<file path="src/rtl/pat_pkg.sv">
`default_nettype none
// ============================================================================
//  Module   : pat_pkg
//  Purpose  : Shared opcodes, condition codes, FSM state type and
//             instruction field offsets for the pattern core.
//  Revision : 1.0 - initial release
// ============================================================================
package pat_pkg;

   // Instruction field offsets: {fieldp_next, cond[1:0], field_op, op8[3:0], imm8}
   localparam int IMM_LSB  = 0;
   localparam int OP8_LSB  = 8;
   localparam int FOP_BIT  = 12;
   localparam int COND_LSB = 13;
   localparam int FP_LSB   = 15;

   // i8 opcode space
   localparam logic [3:0] OP_BF    = 4'h0;
   localparam logic [3:0] OP_BB    = 4'h1;
   localparam logic [3:0] OP_CALL  = 4'h2;
   localparam logic [3:0] OP_LDI   = 4'h3;
   localparam logic [3:0] OP_LDM   = 4'h4;
   localparam logic [3:0] OP_STM   = 4'h5;
   localparam logic [3:0] OP_SETSP = 4'h6;
   localparam logic [3:0] OP_OR    = 4'h8;
   localparam logic [3:0] OP_AND   = 4'h9;
   localparam logic [3:0] OP_ADDM  = 4'hA;
   localparam logic [3:0] OP_SUBM  = 4'hB;
   localparam logic [3:0] OP_ADD   = 4'hC;
   localparam logic [3:0] OP_SUB   = 4'hD;
   localparam logic [3:0] OP_I3    = 4'hF;

   // i3 opcode space (imm8[6:3])
   localparam logic [3:0] OP3_SHL    = 4'h0;
   localparam logic [3:0] OP3_SHR    = 4'h1;
   localparam logic [3:0] OP3_ASHR   = 4'h2;
   localparam logic [3:0] OP3_INCSP  = 4'h3;
   localparam logic [3:0] OP3_DECSP  = 4'h4;
   localparam logic [3:0] OP3_SETBUF = 4'h5;
   localparam logic [3:0] OP3_I0     = 4'hF;

   // i0 opcode space (imm8[2:0])
   localparam logic [2:0] OP0_NOT  = 3'd0;
   localparam logic [2:0] OP0_RET  = 3'd1;
   localparam logic [2:0] OP0_NOP  = 3'd2;
   localparam logic [2:0] OP0_HALT = 3'd3;

   // Condition codes
   localparam logic [1:0] COND_ALWAYS = 2'b00;
   localparam logic [1:0] COND_Z      = 2'b01;
   localparam logic [1:0] COND_NZ     = 2'b10;
   localparam logic [1:0] COND_N      = 2'b11;

   typedef enum logic [1:0] {
      ST_RUN   = 2'd0,
      ST_HALT  = 2'd1,
      ST_FAULT = 2'd2
   } state_e;

endpackage
`default_nettype wire

</file>
<file path="src/rtl/pat_call_stack.sv">
`default_nettype none
// ============================================================================
//  Module   : pat_call_stack
//  Purpose  : Bounded LIFO of return addresses; push ignored when full,
//             pop ignored when empty (the core faults on those cases).
//  Revision : 1.0 - initial release
// ============================================================================
module pat_call_stack #(
   parameter int STACK_DEPTH = 8,
   parameter int I_ADR_WIDTH = 10
) (
   input  logic                   clk,
   input  logic                   rst,
   input  logic                   push,
   input  logic                   pop,
   input  logic [I_ADR_WIDTH-1:0] din,
   output logic [I_ADR_WIDTH-1:0] dout,
   output logic                   full,
   output logic                   empty
);

   localparam int PTR_W = $clog2(STACK_DEPTH);

   logic [PTR_W:0]           cnt_q, cnt_d;
   logic [I_ADR_WIDTH-1:0]   mem_q [STACK_DEPTH];
   logic [PTR_W-1:0]         wr_idx, top_idx;

   assign wr_idx  = cnt_q[PTR_W-1:0];
   assign top_idx = wr_idx - PTR_W'(1);
   assign full    = (cnt_q == (PTR_W+1)'(STACK_DEPTH));
   assign empty   = (cnt_q == '0);
   assign dout    = mem_q[top_idx];

   // Occupancy count moves on accepted push or pop
   always_comb begin
      cnt_d = cnt_q;
      if (push && !full)
         cnt_d = cnt_q + (PTR_W+1)'(1);
      else if (pop && !empty)
         cnt_d = cnt_q - (PTR_W+1)'(1);
   end

   // Occupancy register
   always_ff @(posedge clk or posedge rst) begin
      if (rst) cnt_q <= '0;
      else     cnt_q <= cnt_d;
   end

   // Entry storage; contents are irrelevant while unoccupied
   always_ff @(posedge clk) begin
      if (push && !full) mem_q[wr_idx] <= din;
   end

endmodule
`default_nettype wire

</file>
<file path="src/rtl/pat_core.sv">
`default_nettype none
// ============================================================================
//  Module   : pat_core
//  Purpose  : Single-issue accumulator core running pattern programs from
//             instruction ROM against internal dmem and an external field
//             buffer, with conditional execution, call stack and HALT/FAULT.
//  Revision : 1.0 - initial release
// ============================================================================
module pat_core import pat_pkg::*; #(
   parameter int   D_WIDTH      = 8,
   parameter int   I_ADR_WIDTH  = 10,
   parameter int   D_ADR_WIDTH  = 8,
   parameter int   STACK_DEPTH  = 8,
   parameter int   FIELDP_WIDTH = 5,
   parameter int   BUFP_WIDTH   = 3,
   localparam int  I_WIDTH      = FIELDP_WIDTH + FP_LSB
) (
   input  logic                    clk,
   input  logic                    rst,
   input  logic [I_WIDTH-1:0]      imem_in,
   input  logic [D_WIDTH-1:0]      field_in,
   output logic [I_ADR_WIDTH-1:0]  pc,
   output logic                    write_en,
   output logic [D_ADR_WIDTH-1:0]  data_adr,
   output logic [D_WIDTH-1:0]      data_out,
   output logic [BUFP_WIDTH-1:0]   bufp,
   output logic [FIELDP_WIDTH-1:0] fieldp,
   output logic [FIELDP_WIDTH-1:0] fieldwp,
   output logic [D_WIDTH-1:0]      field_out,
   output logic                    field_we,
   output logic                    halted,
   output logic                    fault
);

   // Instruction fields
   logic [FIELDP_WIDTH-1:0] fp_next;
   logic [1:0]              cond;
   logic                    fop;
   logic [3:0]              op8, op3;
   logic [7:0]              imm8;
   logic [2:0]              imm3;
   assign fp_next = imem_in[I_WIDTH-1:FP_LSB];
   assign cond    = imem_in[COND_LSB +: 2];
   assign fop     = imem_in[FOP_BIT];
   assign op8     = imem_in[OP8_LSB +: 4];
   assign imm8    = imem_in[IMM_LSB +: 8];
   assign op3     = imm8[6:3];
   assign imm3    = imm8[2:0];

   // Architectural state
   state_e                  state_q, state_d;
   logic [I_ADR_WIDTH-1:0]  pc_q, pc_d;
   logic [D_WIDTH-1:0]      acc_q, acc_d;
   logic [D_ADR_WIDTH-1:0]  sp_q, sp_d;
   logic                    z_q, z_d, n_q, n_d;
   logic [BUFP_WIDTH-1:0]   bufp_q, bufp_d;
   logic [FIELDP_WIDTH-1:0] fieldp_q, fieldp_d, fieldwp_q, fieldwp_d;
   logic [D_WIDTH-1:0]      field_out_q, field_out_d, data_out_q, data_out_d;
   logic                    field_we_q, field_we_d, write_en_q, write_en_d;
   logic [D_ADR_WIDTH-1:0]  data_adr_q, data_adr_d;

   logic [D_WIDTH-1:0]      dmem_q [2**D_ADR_WIDTH];
   logic                    dmem_we;

   logic                    stk_push, stk_pop, stk_full, stk_empty;
   logic [I_ADR_WIDTH-1:0]  stk_dout;

   // Datapath helpers
   logic [D_WIDTH-1:0]      imm_d, operand, mem_rd, res;
   logic [I_ADR_WIDTH-1:0]  imm_pc, pc_inc;
   logic [D_ADR_WIDTH-1:0]  adr;
   logic                    cond_ok, has_res, go_fault, go_halt;

   assign imm_d   = D_WIDTH'(imm8);
   assign imm_pc  = I_ADR_WIDTH'(imm8);
   assign adr     = D_ADR_WIDTH'(imm8);
   assign pc_inc  = pc_q + I_ADR_WIDTH'(1);
   assign operand = fop ? field_in : acc_q;
   assign mem_rd  = dmem_q[adr];

   pat_call_stack #(
      .STACK_DEPTH (STACK_DEPTH),
      .I_ADR_WIDTH (I_ADR_WIDTH)
   ) u_stack (
      .clk   (clk),
      .rst   (rst),
      .push  (stk_push),
      .pop   (stk_pop),
      .din   (pc_inc),
      .dout  (stk_dout),
      .full  (stk_full),
      .empty (stk_empty)
   );

   // Condition evaluation against the current flags
   always_comb begin
      cond_ok = 1'b1;
      case (cond)
         COND_Z:  cond_ok = z_q;
         COND_NZ: cond_ok = !z_q;
         COND_N:  cond_ok = n_q;
         default: cond_ok = 1'b1;
      endcase
   end

   // Decode, ALU and next-state computation
   always_comb begin
      state_d     = state_q;
      pc_d        = pc_q;
      acc_d       = acc_q;
      sp_d        = sp_q;
      z_d         = z_q;
      n_d         = n_q;
      bufp_d      = bufp_q;
      fieldp_d    = fieldp_q;
      fieldwp_d   = fieldwp_q;
      field_out_d = field_out_q;
      field_we_d  = 1'b0;
      write_en_d  = 1'b0;
      data_adr_d  = data_adr_q;
      data_out_d  = data_out_q;
      dmem_we     = 1'b0;
      stk_push    = 1'b0;
      stk_pop     = 1'b0;
      res         = '0;
      has_res     = 1'b0;
      go_fault    = 1'b0;
      go_halt     = 1'b0;

      if (state_q == ST_RUN) begin
         fieldp_d = fp_next;
         pc_d     = pc_inc;
         if (cond_ok) begin
            case (op8)
               OP_BF:    pc_d = pc_q + imm_pc;
               OP_BB:    pc_d = pc_q - imm_pc;
               OP_CALL: begin
                  if (stk_full) go_fault = 1'b1;
                  else begin
                     stk_push = 1'b1;
                     pc_d     = pc_q + imm_pc;
                  end
               end
               OP_LDI:   begin res = imm_d;               has_res = 1'b1; end
               OP_LDM:   begin res = mem_rd;              has_res = 1'b1; end
               OP_STM: begin
                  dmem_we    = 1'b1;
                  write_en_d = 1'b1;
                  data_adr_d = adr;
                  data_out_d = operand;
               end
               OP_SETSP: sp_d = adr;
               OP_OR:    begin res = operand | imm_d;     has_res = 1'b1; end
               OP_AND:   begin res = operand & imm_d;     has_res = 1'b1; end
               OP_ADDM:  begin res = operand + mem_rd;    has_res = 1'b1; end
               OP_SUBM:  begin res = operand - mem_rd;    has_res = 1'b1; end
               OP_ADD:   begin res = operand + imm_d;     has_res = 1'b1; end
               OP_SUB:   begin res = operand - imm_d;     has_res = 1'b1; end
               OP_I3: begin
                  case (op3)
                     OP3_SHL:    begin res = operand << imm3;            has_res = 1'b1; end
                     OP3_SHR:    begin res = operand >> imm3;            has_res = 1'b1; end
                     OP3_ASHR:   begin res = $signed(operand) >>> imm3;  has_res = 1'b1; end
                     OP3_INCSP:  sp_d   = sp_q + D_ADR_WIDTH'(1);
                     OP3_DECSP:  sp_d   = sp_q - D_ADR_WIDTH'(1);
                     OP3_SETBUF: bufp_d = BUFP_WIDTH'(imm3);
                     OP3_I0: begin
                        case (imm3)
                           OP0_NOT:  begin res = ~operand; has_res = 1'b1; end
                           OP0_RET: begin
                              if (stk_empty) go_fault = 1'b1;
                              else begin
                                 stk_pop = 1'b1;
                                 pc_d    = stk_dout;
                              end
                           end
                           OP0_NOP:  pc_d    = pc_inc;
                           OP0_HALT: go_halt = 1'b1;
                           default:  go_fault = 1'b1;
                        endcase
                     end
                     default: go_fault = 1'b1;
                  endcase
               end
               default: go_fault = 1'b1;
            endcase

            // Results land in the field buffer or the accumulator; only the
            // accumulator path updates flags.
            if (has_res) begin
               if (fop) begin
                  field_out_d = res;
                  field_we_d  = 1'b1;
                  fieldwp_d   = fieldp_q;
               end else begin
                  acc_d = res;
                  z_d   = (res == '0);
                  n_d   = res[D_WIDTH-1];
               end
            end

            // Terminal transitions freeze pc at the offending instruction
            if (go_fault) begin
               state_d = ST_FAULT;
               pc_d    = pc_q;
            end else if (go_halt) begin
               state_d = ST_HALT;
               pc_d    = pc_q;
            end
         end
      end
   end

   // Architectural registers with asynchronous reset
   always_ff @(posedge clk or posedge rst) begin
      if (rst) begin
         state_q     <= ST_RUN;
         pc_q        <= '0;
         acc_q       <= '0;
         sp_q        <= '0;
         z_q         <= 1'b0;
         n_q         <= 1'b0;
         bufp_q      <= '0;
         fieldp_q    <= '0;
         fieldwp_q   <= '0;
         field_out_q <= '0;
         field_we_q  <= 1'b0;
         write_en_q  <= 1'b0;
         data_adr_q  <= '0;
         data_out_q  <= '0;
      end else begin
         state_q     <= state_d;
         pc_q        <= pc_d;
         acc_q       <= acc_d;
         sp_q        <= sp_d;
         z_q         <= z_d;
         n_q         <= n_d;
         bufp_q      <= bufp_d;
         fieldp_q    <= fieldp_d;
         fieldwp_q   <= fieldwp_d;
         field_out_q <= field_out_d;
         field_we_q  <= field_we_d;
         write_en_q  <= write_en_d;
         data_adr_q  <= data_adr_d;
         data_out_q  <= data_out_d;
      end
   end

   // Internal data memory; contents survive reset
   always_ff @(posedge clk) begin
      if (dmem_we) dmem_q[adr] <= operand;
   end

   assign pc        = pc_q;
   assign write_en  = write_en_q;
   assign data_adr  = data_adr_q;
   assign data_out  = data_out_q;
   assign bufp      = bufp_q;
   assign fieldp    = fieldp_q;
   assign fieldwp   = fieldwp_q;
   assign field_out = field_out_q;
   assign field_we  = field_we_q;
   assign halted    = (state_q == ST_HALT);
   assign fault     = (state_q == ST_FAULT);

endmodule
`default_nettype wire

</file>
<file path="config.mk">
export PLATFORM = sky130hd
export DESIGN_NAME = pat_core
export DESIGN_NICKNAME = d
export VERILOG_FILES = /design/src/rtl/pat_pkg.sv /design/src/rtl/pat_call_stack.sv /design/src/rtl/pat_core.sv
export SDC_FILE = /design/constraint.sdc
export NUM_CORES = 2
export LEC_CHECK = 0
export CAP_MARGIN = 20
export CORE_ASPECT_RATIO = 0.7
export CORE_MARGIN = 3
export CORE_UTILIZATION = 55
export CTS_CLUSTER_DIAMETER = 60
export DETAILED_ROUTE_END_ITERATION = 10
export HOLD_SLACK_MARGIN = 0.08
export PLACE_DENSITY_LB_ADDON = 0.05
export SLEW_MARGIN = 20
export SYNTH_ARGS = -nofsm -noshare
export SYNTH_HDL_FRONTEND = slang
export SYNTH_SLANG_ARGS = --single-unit
</file>
<file path="constraint.sdc">
create_clock -name clk -period 7.6 [get_ports clk]
set_clock_uncertainty 0.05 [all_clocks]
set_input_delay 1.52 -clock clk [delete_from_list [all_inputs] [get_ports clk]]
set_output_delay 1.52 -clock clk [all_outputs]
set_load 0.005 [all_outputs]
</file>
==> run summary <==
Status: completed
Largest net degree at the start of global routing: 167
Worst Hold Depth: 2
Post-synthesis xor/xnor area fraction: 0.208%
Wire length per cell: 34.8 um
Unrepaired setup endpoints after global routing: no
Max-cap violations: 0
Post-Route WL: 254000 um
Hold Fails Final Rpt: 0
GR Util All Layers: 30.8%
Hold Crit Class: reg -> reg
Critical path type: in -> reg
H-Tree Depth: 4
Post-CTS sizing: 0
CP max FO: 30
CP arrival: 7.50 ns
Post-synth EDFFs: 2128
End of the worst register-to-register path: z_q
GP Congestion: 0.931
Postcts setup bufs: 0
Clock Latency Late Sink: 0.85 ns
GR Overflow Total: 0
Clk slew on worst S/H paths: 0.06 ns
Share of cells above drive strength 1: 20.5%
Mapped Cells: 4748
Slew Viols, Final: 0
Multiplexer share of the synthesized area: 14.4%
Worst Hold Margin: 0.429 ns
DIE HEIGHT: 342 um
CP startpoint kind: input pin
Vias in the first global route: 46500
Area growth syn-to-layout: 12.3%
Worst hold start: data_out[7]
DRT Pass-1 Iters: 5
Leading area contributor after synthesis: edfxtp_1
Sink Count: 2192
Most common flop cell mapped by yosys: edfxtp_1
Final #Nets: 5090
Static leakage: 32.3 nW
Comb pwr share: 13.8%
Peak VDD IR: 0.223 mV
FMAX: 0.146 GHz
Largest family of logic cells by synthesized area: multiplexers
Simple-Gate Fraction of Synth Area: 4.12%
Relative slew slack: 21.6%
Sequential Power Share: 51.5%
CTS Hold Bufs: 0
Area occupied by multi-input gates: 21500 um2
Fin crit period: 6.83 ns
Setup WS post-layout: 0.772 ns
Rows: 122
Reg area: 65500 um2
Post-synth top area share: 72.2%
Power Density: 284 nW/um2
Switching power: 7.26 mW
Hpwl dp: 166000 um
Unique masters post-synth: 87
Syn Area/Cell: 18.6 um2
R2r startpoint: dmem_q[246][0]
CP required: 8.27 ns
Die width: 485 um
Post-synthesis adder-cell area fraction: 0.591%
Switch share: 25.7%
CP endpoint kind: register
R2r worst-path depth: 23
Via count: 48900
Asr flop ratio synth: 2.92%
Sequential-to-total area share from yosys stat: 74.0%
Die area: 166000 um2
Antenna violations before repair: 9
Post-synthesis compound-gate area fraction: 4.73%
Area of the mapped netlist: 88500 um2
Drt via density: 6.70
Synthesis Warnings: 0
Worst slack, placed: 0.0398 ns
CTS tree: done
Buffers on Ports: 80
Final setup vio count: 0
DR DRC count: 0
Effective utilization at floorplan: 55.7%
First-pass GRT wire length: 359000 um
Worst slew pin tran: 1.17 ns
Num ports: 81
Remaining antenna violation count: 0
Setup TNS: 0 ns
Syn_nets: 4815
FF+latch count, synth: 2192
CTS Root Buffer Type: clkbuf_16
Hold worst-path end: data_out[7]
Clock Power Share: 34.7%
DRT iter0 DRCs: 7509
R2r setup slk: 1.71 ns
Area contributors post-synth: edfxtp_1 72%, mux4_2 10%, mux2i_1 3.5%, a22oi_1 2.1%, dfrtp_1 1.8%
Final period utilization: 89.8%
Core area: 159000 um2
Clk buf depth: 3
Fill count: 11200
Num CTS Buffers: 200
Internal power: 21.0 mW
## power by group through the flow
stage	Sequential, mW	Combinational, mW	Clock, mW
finish	14.6	3.91	9.81
global route	14.6	4.16	10.4
CTS	14.5	3.85	9.91
detailed placement	14.8	3.85	0
global placement	14.8	3.78	0
floorplan	14.9	2.06	0
## synthesized netlist by cell type (all sizes together) (4+ instances only)
cell and count:
edfxtp 2128, mux4 413, nor2 370, mux2i 313
a22oi 249, buf 164, nand2 163, clkbuf 134
nand3 116, a21oi 110, o21ai 82, dfrtp 64
inv 35, ha 33, nor3 28, mux2 21
nand4 20, o22ai 19, xnor2 18, nor2b 17
a21o 16, nand2b 16, a221oi 14, and3 14
a31oi 12, a22o 10, o211ai 10, o41ai 9
or2 9, a2111oi 8, a211oi 8, nor4 8
o21bai 8, and2 7, o21a 7, o221ai 6
o22a 6, nand4bb 5, o32ai 5, a32oi 4
fa 4, nor4b 4, o31a 4, o31ai 4
## worst max path at each step
stage,from,endpoint,slack [ns],depth (start not counted)
final,imem_in[7],z_q,0.77,24
after detailed placement,imem_in[7],z_q,0.04,24
after global routing,imem_in[7],z_q,0.47,24
after global placement,imem_in[0],z_q,0.05,26
after CTS,imem_in[7],z_q,0.93,24
after floorplan,imem_in[12],z_q,0.13,15
## logic make-up (layout without fill, tap and decap cells)
kind of cell | Yosys count | after routing
other | 0 | 3
XOR/XNOR | 21 | 21
AO/OA/AOI/OAI | 610 | 610
multiplexers | 747 | 747
AND/OR/NAND/NOR | 802 | 802
flip-flops | 2192 | 2192
adder cells (fa/ha/maj) | 40 | 40
buffers and inverters | 336 | 781
## cell usage in the layout (no fill, tap or decap), types with 27 or more instances in the layout
| master | instances |
|---|---|
| a21oi_1 | 109 |
| clkdlybuf4s50_1 | 72 |
| nand2_1 | 163 |
| nor3_1 | 27 |
| edfxtp_1 | 2128 |
| mux4_2 | 405 |
| nor2_1 | 362 |
| o21ai_0 | 79 |
| dfrtp_1 | 64 |
| inv_1 | 27 |
| nand3_1 | 100 |
| a22oi_1 | 249 |
| buf_4 | 265 |
| mux2i_1 | 313 |
| clkbuf_1 | 49 |
| clkbuf_16 | 201 |
| clkinv_2 | 36 |
| clkinv_1 | 54 |
| ha_1 | 33 |
## critical path, cell delays in order
cell and delay [ns]:
buf_2 0.61, nand2_1 0.45, or2_2 0.66, a21oi_1 0.56
o21ai_0 0.29, and3_1 0.36, nand3_1 0.21, inv_2 0.08
ha_1 0.27, a21oi_1 0.11, o21ai_0 0.16, inv_1 0.09
ha_1 0.22, nor2b_1 0.12, o21ai_0 0.15, nand2b_1 0.09
a21o_1 0.20, a21oi_1 0.15, o21bai_1 0.08, a21oi_1 0.20
xnor2_1 0.10, or4_4 0.42, a21oi_2 0.19, o31ai_1 0.10
## stage by stage
| stage | utilization, % | cells | power (mW) | cell area [um2] |
|---|---|---|---|---|
| floorplan | - | 4748 | 17.0 | 88500 |
| global route | 62.5 | 7301 | 29.2 | 99400 |
| finish | 62.5 | 7304 | 28.3 | 99400 |
| CTS | 62.5 | 7300 | 28.3 | 99300 |
| detailed placement | 58.6 | 6928 | 18.7 | 93100 |
| global placement | 58.5 | 6926 | 18.6 | 93000 |
## cell type report
type | instances | share of cell area [%]
antenna | 3 | 0.00756
multi-input combinational | 2220 | 21.6
clock inverter | 119 | 1.02
tap | 2108 | 2.65
inverter | 38 | 0.184
sequential | 2192 | 65.9
clock buffer | 253 | 5.29
timing repair buffer | 371 | 3.32
## sequential cells by signal, indices dropped and copies added (netlist names), 8 cells and up
| signal | cells |
|---|---|
| acc_q | 8 |
| data_adr | 8 |
| data_out | 8 |
| dmem_q | 2048 |
| field_out | 8 |
| pc | 10 |
| u_stack.mem_q | 80 |
## per-layer routing
layer,vias up,track usage [%],share of wire (%)
met1,25700,49.5,43
met2,2864,40.7,41
met5,-,0,0.0094
li1,19900,-,-
met3,386,9.56,13
met4,4,8.36,2.7
Note: power is estimated with default switching activity, not from simulation.
